===== src/rtl/ddk_chio_pkg.sv =====
// ddk_chio_pkg: shared types and helpers for the ddk_chan_io pad block.
// Holds the self-test FSM state enum, the pattern count and pattern generator
// used by the loopback self-test, and a clog2 helper for port widths.
package ddk_chio_pkg;

  typedef enum logic [2:0] {
    ST_IDLE,
    ST_DRIVE,
    ST_WAIT,
    ST_CHECK,
    ST_DONE
  } chio_state_e;

  // Widest channel the pattern generator can describe.
  localparam int CHIO_PAT_MAXW = 32;

  // Ceiling log2 with a floor of 1 so the result is always a usable width.
  function automatic int chio_clog2(input int value);
    int r;
    r = 0;
    while ((1 << r) < value) r++;
    if (r < 1) r = 1;
    return r;
  endfunction

  // Number of self-test patterns: walking-one, walking-zero, zeros, ones.
  function automatic int chio_num_patterns(input int chw);
    return 2 * chw + 2;
  endfunction

  // Pattern p for a chw-bit channel, right-aligned in a 32-bit word.
  function automatic logic [CHIO_PAT_MAXW-1:0] chio_pattern(input int p, input int chw);
    logic [CHIO_PAT_MAXW-1:0] mask;
    logic [CHIO_PAT_MAXW-1:0] pat;
    mask = (chw >= CHIO_PAT_MAXW) ? '1 : ((32'd1 << chw) - 32'd1);
    if (p < chw)
      pat = 32'd1 << p;
    else if (p < 2 * chw)
      pat = mask & ~(32'd1 << (p - chw));
    else if (p == 2 * chw)
      pat = '0;
    else
      pat = mask;
    return pat;
  endfunction

endpackage


===== src/rtl/ddk_sync2.sv =====
// ddk_sync2: parametrised-width two-flop synchroniser, async active-low reset.
module ddk_sync2 #(
  parameter int W = 1
) (
  input  logic         clk,
  input  logic         rst_n,
  input  logic [W-1:0] d,
  output logic [W-1:0] q
);

  logic [W-1:0] meta;

  // Two back-to-back flops; the first may go metastable, the second settles it.
  always_ff @(posedge clk or negedge rst_n) begin
    if (!rst_n) begin
      meta <= '0;
      q    <= '0;
    end else begin
      meta <= d;
      q    <= meta;
    end
  end

endmodule


===== src/rtl/ddk_chan_io.sv =====
// ddk_chan_io: registered bidirectional pad interface for NCH channels of CHW
// bits, with an optional pairwise loopback self-test.
// Build option: define DDK_CHAN_IO_SELFTEST_EN to compile in the self-test FSM
// and comparator; without it the block is a plain pass-through and the test
// outputs are tied low. Channel widths up to 32 bits are supported.
module ddk_chan_io
  import ddk_chio_pkg::*;
#(
  parameter int NCH    = 8,
  parameter int CHW    = 6,
  parameter int SETTLE = 4,
  parameter int ERRW   = 16
) (
  input  logic                         clk,
  input  logic                         rst_n,
  input  logic [NCH*CHW-1:0]           core_out,
  input  logic [NCH*CHW-1:0]           core_oe,
  input  logic [NCH*CHW-1:0]           pad_in,
  output logic [NCH*CHW-1:0]           pad_out,
  output logic [NCH*CHW-1:0]           pad_oe,
  output logic [NCH*CHW-1:0]           core_in,
  input  logic                         test_start,
  input  logic                         test_abort,
  input  logic                         test_dir,
  output logic                         test_busy,
  output logic                         test_done,
  output logic                         test_pass,
  output logic [ERRW-1:0]              err_cnt,
  output logic [chio_clog2(NCH)-1:0]   err_chan
);

  localparam int W  = NCH * CHW;
  localparam int CW = chio_clog2(NCH);

  logic [W-1:0] drv_out;
  logic [W-1:0] drv_oe;

  ddk_sync2 #(.W(W)) u_sync (
    .clk   (clk),
    .rst_n (rst_n),
    .d     (pad_in),
    .q     (core_in)
  );

  // Register whatever the drive mux selects so the pads see clean edges.
  always_ff @(posedge clk or negedge rst_n) begin
    if (!rst_n) begin
      pad_out <= '0;
      pad_oe  <= '0;
    end else begin
      pad_out <= drv_out;
      pad_oe  <= drv_oe;
    end
  end

`ifdef DDK_CHAN_IO_SELFTEST_EN

  localparam int NPAT = chio_num_patterns(CHW);
  localparam int PW   = chio_clog2(NPAT);
  localparam int SW   = chio_clog2(SETTLE);
  localparam int MW   = CW + 1;
  localparam int SUMW = ERRW + MW + 1;
  localparam logic [SUMW-1:0] ERR_MAX = {{(SUMW-ERRW){1'b0}}, {ERRW{1'b1}}};

  chio_state_e      state;
  chio_state_e      state_nxt;
  logic [PW-1:0]    pat_idx;
  logic [SW-1:0]    wait_cnt;
  logic             dir_q;
  logic [ERRW-1:0]  err_cnt_q;
  logic [CW-1:0]    err_chan_q;
  logic             pass_q;
  logic             done_q;
  logic             start_ok;
  logic             abort_now;
  logic             last_pat;
  logic [CHIO_PAT_MAXW-1:0] pat_wide;
  logic [CHW-1:0]   cur_pat;
  logic [MW-1:0]    mis_cnt;
  logic [CW-1:0]    first_mis;
  logic             any_mis;
  logic [SUMW-1:0]  err_sum;
  logic [ERRW-1:0]  err_next;

  assign test_busy = (state == ST_DRIVE) || (state == ST_WAIT) || (state == ST_CHECK);
  assign start_ok  = (state == ST_IDLE) && test_start && !test_abort;
  assign abort_now = test_busy && test_abort;
  assign last_pat  = (pat_idx == PW'(NPAT - 1));
  assign pat_wide  = chio_pattern(int'(pat_idx), CHW);
  assign cur_pat   = pat_wide[CHW-1:0];

  if (CHW < CHIO_PAT_MAXW) begin : g_pat_hi
    logic unused_pat_hi;
    assign unused_pat_hi = ^pat_wide[CHIO_PAT_MAXW-1:CHW];
  end

  assign test_done = done_q;
  assign test_pass = pass_q;
  assign err_cnt   = err_cnt_q;
  assign err_chan  = err_chan_q;

  // Self-test state register.
  always_ff @(posedge clk or negedge rst_n) begin
    if (!rst_n) state <= ST_IDLE;
    else        state <= state_nxt;
  end

  // Next-state logic; an abort from any busy state wins over everything else.
  always_comb begin
    state_nxt = state;
    case (state)
      ST_IDLE:  if (start_ok) state_nxt = ST_DRIVE;
      ST_DRIVE: state_nxt = ST_WAIT;
      ST_WAIT:  if (wait_cnt == SW'(SETTLE - 1)) state_nxt = ST_CHECK;
      ST_CHECK: state_nxt = last_pat ? ST_DONE : ST_DRIVE;
      ST_DONE:  state_nxt = ST_IDLE;
      default:  state_nxt = ST_IDLE;
    endcase
    if (abort_now) state_nxt = ST_IDLE;
  end

  // Pattern index, settle counter and latched direction.
  always_ff @(posedge clk or negedge rst_n) begin
    if (!rst_n) begin
      pat_idx  <= '0;
      wait_cnt <= '0;
      dir_q    <= 1'b0;
    end else begin
      if (start_ok) begin
        pat_idx <= '0;
        dir_q   <= test_dir;
      end else if (state == ST_CHECK && !last_pat) begin
        pat_idx <= pat_idx + 1'b1;
      end
      if (state == ST_WAIT) wait_cnt <= wait_cnt + 1'b1;
      else                  wait_cnt <= '0;
    end
  end

  // While busy, transmit channels drive the pattern and receivers float.
  always_comb begin
    drv_out = core_out;
    drv_oe  = core_oe;
    if (test_busy) begin
      for (int k = 0; k < NCH; k++) begin
        if ((k % 2) == int'(dir_q)) begin
          drv_out[k*CHW +: CHW] = cur_pat;
          drv_oe[k*CHW +: CHW]  = '1;
        end else begin
          drv_out[k*CHW +: CHW] = '0;
          drv_oe[k*CHW +: CHW]  = '0;
        end
      end
    end
  end

  // Count mismatching receivers and find the lowest one; saturate the total.
  always_comb begin
    mis_cnt   = '0;
    first_mis = '0;
    any_mis   = 1'b0;
    for (int k = NCH - 1; k >= 0; k--) begin
      if ((k % 2) != int'(dir_q) && core_in[k*CHW +: CHW] != cur_pat) begin
        mis_cnt   = mis_cnt + 1'b1;
        first_mis = CW'(k);
        any_mis   = 1'b1;
      end
    end
    err_sum  = SUMW'(err_cnt_q) + SUMW'(mis_cnt);
    err_next = (err_sum > ERR_MAX) ? {ERRW{1'b1}} : err_sum[ERRW-1:0];
  end

  // Result registers: cleared on start, updated in CHECK, resolved in DONE.
  always_ff @(posedge clk or negedge rst_n) begin
    if (!rst_n) begin
      err_cnt_q  <= '0;
      err_chan_q <= '0;
      pass_q     <= 1'b0;
      done_q     <= 1'b0;
    end else begin
      done_q <= (state == ST_DONE);
      if (start_ok) begin
        err_cnt_q  <= '0;
        err_chan_q <= '0;
        pass_q     <= 1'b0;
      end else if (abort_now) begin
        pass_q <= 1'b0;
      end else if (state == ST_CHECK) begin
        err_cnt_q <= err_next;
        if (err_cnt_q == '0 && any_mis) err_chan_q <= first_mis;
      end else if (state == ST_DONE) begin
        pass_q <= (err_cnt_q == '0);
      end
    end
  end

`else

  logic unused_test_inputs;

  assign drv_out   = core_out;
  assign drv_oe    = core_oe;
  assign test_busy = 1'b0;
  assign test_done = 1'b0;
  assign test_pass = 1'b0;
  assign err_cnt   = '0;
  assign err_chan  = '0;
  assign unused_test_inputs = ^{test_start, test_abort, test_dir};

`endif

endmodule


===== config.mk =====
export PLATFORM = sky130hd
export DESIGN_NAME = ddk_chan_io
export DESIGN_NICKNAME = d
export VERILOG_FILES = /design/src/rtl/ddk_chio_pkg.sv /design/src/rtl/ddk_sync2.sv /design/src/rtl/ddk_chan_io.sv
export SDC_FILE = /design/constraint.sdc
export NUM_CORES = 1
export LEC_CHECK = 0
export CAP_MARGIN = 20
export CORE_ASPECT_RATIO = 1.1
export CORE_MARGIN = 4
export CORE_UTILIZATION = 36
export DETAILED_ROUTE_END_ITERATION = 6
export PLACE_DENSITY = 0.9
export SKIP_LAST_GASP = 1
export SYNTH_ARGS = -nofsm -noshare
export SYNTH_HDL_FRONTEND = slang
export SYNTH_HIERARCHICAL = 1
export SYNTH_SLANG_ARGS = --single-unit

===== constraint.sdc =====
create_clock -name clk -period 0.8 [get_ports clk]
set_input_delay 0.08 -clock clk [delete_from_list [all_inputs] [get_ports clk]]
set_output_delay 0.08 -clock clk [all_outputs]
set_load 0.1 [all_outputs]

---- Word-level counts from Yosys, hierarchy flattened ----
Cells that the tools add are included.
storage, ports and cells
  logic and storage cells ................. 4
  register bits after elaboration ......... 192
  output and inout port bits .............. 166

---- Logic depth before layout (Yosys ltp) ----
  word-level depth ........................ 0
  gate-level depth with buffers ........... 1
  gate-level depth less buffers ........... 0

---- Cells and area by module ----
The synthesis kept the hierarchy.
modules (own cells, without submodules)
  module       sequential area each (µm²)  cells each  area an instance (µm²)  times used
  ddk_chan_io  2402.3                      119         2571.2                  1
  ddk_sync2    2402.3                      96          2402.3                  1

---- Least setup slack after synthesis ----
Ideal clock, no wire load.
  kind .................................... flip-flop to output port
  start ................................... register u_sync.q[0]
  end ..................................... output port core_in[0]
  arrival time ............................ 0.883 ns
  buffers on the path ..................... 0
  cell stages (with the launch flop) ...... 1
  setup slack ............................. -0.163 ns
  cells stage by stage .................... dfrtp_1
RTL lines
  element                 line               source
  start, declared         ddk_sync2.sv:8     output logic [W-1:0] q
  start signal, assigned  ddk_sync2.sv:20    q <= meta;
  end, declared           ddk_chan_io.sv:21  output logic [NCH*CHW-1:0] core_in,
No word-level cell between the ends.

---- Worst setup path in the final report ----
  start ................................... register pad_oe[13]
  end ..................................... output port pad_oe[13]
RTL lines
  element                 line               source
  start, declared         ddk_chan_io.sv:20  output logic [NCH*CHW-1:0] pad_oe,
  start signal, assigned  ddk_chan_io.sv:52  pad_oe <= drv_oe;
No word-level cell between the ends.

==> impl_metrics.yaml <==
drt:
  first_pass_iters: 4
  antenna_left: 0
  via_per_inst: 4.085
  num_vias: 2990
  wl_per_cell_um: 20.35
  drc: 0
  routed_wl_um: 14900
  drt_iter0_drc: 126
logic_synthesis:
  synth_top_area_share_pct: 96.60
  yosys_warnings: 6
  netlist_instances: 215
  ys_seq_area_share_pct: 96.60
  syn-cell-area_um2: 4974
  synth.area.top_cells: "dfrtp_1 (97%), buf_4 (3.3%), conb_1 (0.075%)"
  yosysTopAreaCell: "dfrtp_1"
  synth.avg_cell_area_um2: 23.13
  ys_types: 3
  synth-seq-cells: 192
power_and_ir_drop:
  p_comb_share_pct: 23.9
  pwr-share-seq_pct: 43.1
  switching_share_pct: 30.93
  power.leakage_nw: 4.442
  intPower_mw: 17.07
  p_per_area_nw_per_um2: 2386
  ir_drop_mv: 1.747
  pwr-share-clk_pct: 33.1
  p_switching_mw: 7.645
sta:
  hold_slack_ps: 83.82
  max_freq_mhz: 887.9
  worst_slack_ps: -326.3
  layout_min_cycle_time_ps: 1126
  finalMaxSlewViolations: 0
  fin_crit_sh_pct: 140.8
  setup_violations: 144
  grt_setup_unrepaired: "true"
  hold_violations: 0
  fin_worst_skew_ps: 7.283
clocking:
  cts_buffers: 17
  cts.clk_slew.worst_paths_ps: 70
  clock_latency_ps: 420
  postCtsSetupBuffers: 0
  cts_buffer_depth: 2
  cts_root_buf: "clkbuf_16"
  clkSinkCount: 192
  cts_tree: "done"
  cts_resized: 0
  htree_num_levels: 4
setup_path:
  critPathLaunchType: "flip-flop"
  worstPathRequired_ps: 720
  worstPathArrival_ps: 1050
  path_class: "reg2out"
  critPathTopFamily: "flip-flops"
  max_stage_delay_ps: 450
  cp_num_buf_inv: 1
  cp_max_fo: 1
  cp_slowest_cell: "dfrtp_2"
  end_kind: "output port"
  path_cells: "buf_12"
finish:
  antennaDiodeCount: 0
  layoutNonFillerInstCount: 732
  mostFrequentLayoutCells: "buf_12 (147), clkdlybuf4s50_1 (144), dfrtp_2 (144), dfrtp_1 (48), conb_1 (22)"
  num-fill-cells: 665
  area_growth_pct: 108.3
  layout_commonest_cell: "buf_12"
  fin_nets: 685
  final_layout_size_suffix_gt1_share_pct: 60.58
grt:
  overflow: 0
  grt_max_degree: 36
  grt_pass1_vias: 3698
  grt_usage_pct: 20.32
  grt_first_pass_wirelength_um: 22940
  grt_antenna_before_repair: 1
floorplanning:
  die-width_um: 120.1
  fp.dieH_um: 131.3
  die-area_um2: 15760
  row_count: 44
  core_um2: 13380
  pin_count: 315
  initial_core_util_pct: 37.18
status:
  outcome: "complete, but fails checks"
  violations: "negative setup slack"
flow_run:
  cap_viol_max_count: 0
hold_path:
  hold_path.class: "in2reg"
placement:
  gp_congestion: 0.7311
  dp_cells: 700
  hpwlAfterDp_um: 12160
  io_buffers: 289
## final timing paths
kind                       depth (start not counted)      endpoint  slack, ps            start
min                                                1     pad_oe[7]         80       core_oe[7]
max in group asynchronous                          3   u_sync/q[5]        170            rst_n
min reg2reg                                        0  u_sync/q[13]        350  u_sync/meta[13]
max reg2reg                                        0  u_sync/q[30]        290  u_sync/meta[30]
max                                                1    pad_oe[13]       -330       pad_oe[13]
min in group asynchronous                          2    pad_out[9]        110            rst_n
## repair_timing
| item | in CTS | in global routing |
|---|---|---|
| endpoints found under the hold margin | 192 | 0 |
| endpoints found under the setup margin | 144 | 144 |
| hold buffers | 1 | 0 |
## flip-flops by register name, indices dropped and copies added (netlist names)
| register | flops |
|---|---|
| u_sync/meta | 48 |
| u_sync/q | 48 |
| pad_out | 48 |
| pad_oe | 48 |
## synthesized netlist by cell type, drive strengths merged
master and instances:
buf 22, conb 1, dfrtp 192
## layer usage
layer / track usage, % / wire (um) / share of wire, %
met1: 20.15 / 4515 / 30
met5: 0 / 7 / 0.047
met3: 7.997 / 1302 / 8.7
met2: 37.83 / 8813 / 59
met4: 7.384 / 261 / 1.8
## layout make-up
cell class	instances	area, um2	share of cell area, %
multi-input cells	22	82.58	0.7972
clock inverters	12	135.1	1.305
repair buffers	303	4483	43.28
flip-flops and latches	192	4985	48.12
clock buffers	19	442.9	4.276
well taps	184	230.2	2.222
## logic make-up (layout without fill, tap and decap cells)
group / Yosys count / in the layout / share of synthesized area (%)
buffers and inverters: 22 / 334 / 3.321
DFF: 192 / 192 / 96.60
other: 1 / 22 / 0.07540
## power groups by stage
stage,registers (mW),clock network (mW),logic [mW]
floorplan,13.4,0,0.530
global placement,10.8,0,5.85
detailed placement,10.8,0,5.93
CTS,10.7,8.42,5.95
global route,10.7,8.87,6.04
finish,10.7,8.17,5.90
## stage by stage
step / instance area, um2 / total power, mW / util (%) / worst slack [ps] / setup TNS (ps)
2_1_floorplan: 5233 / 13.88 / - / 74.35 / 0
3_3_place_gp: 9771 / 16.64 / 73.04 / 133.9 / 0
3_5_place_dp: 9771 / 16.77 / 73.04 / 108.7 / 0
4_1_cts: 10360 / 25.04 / 77.43 / -366.9 / -45450
5_1_grt: 10360 / 25.60 / 77.43 / -360.7 / -46380
6_report: 10360 / 24.72 / 77.43 / -326.3 / -40790
(Power assumes the default switching activity.)
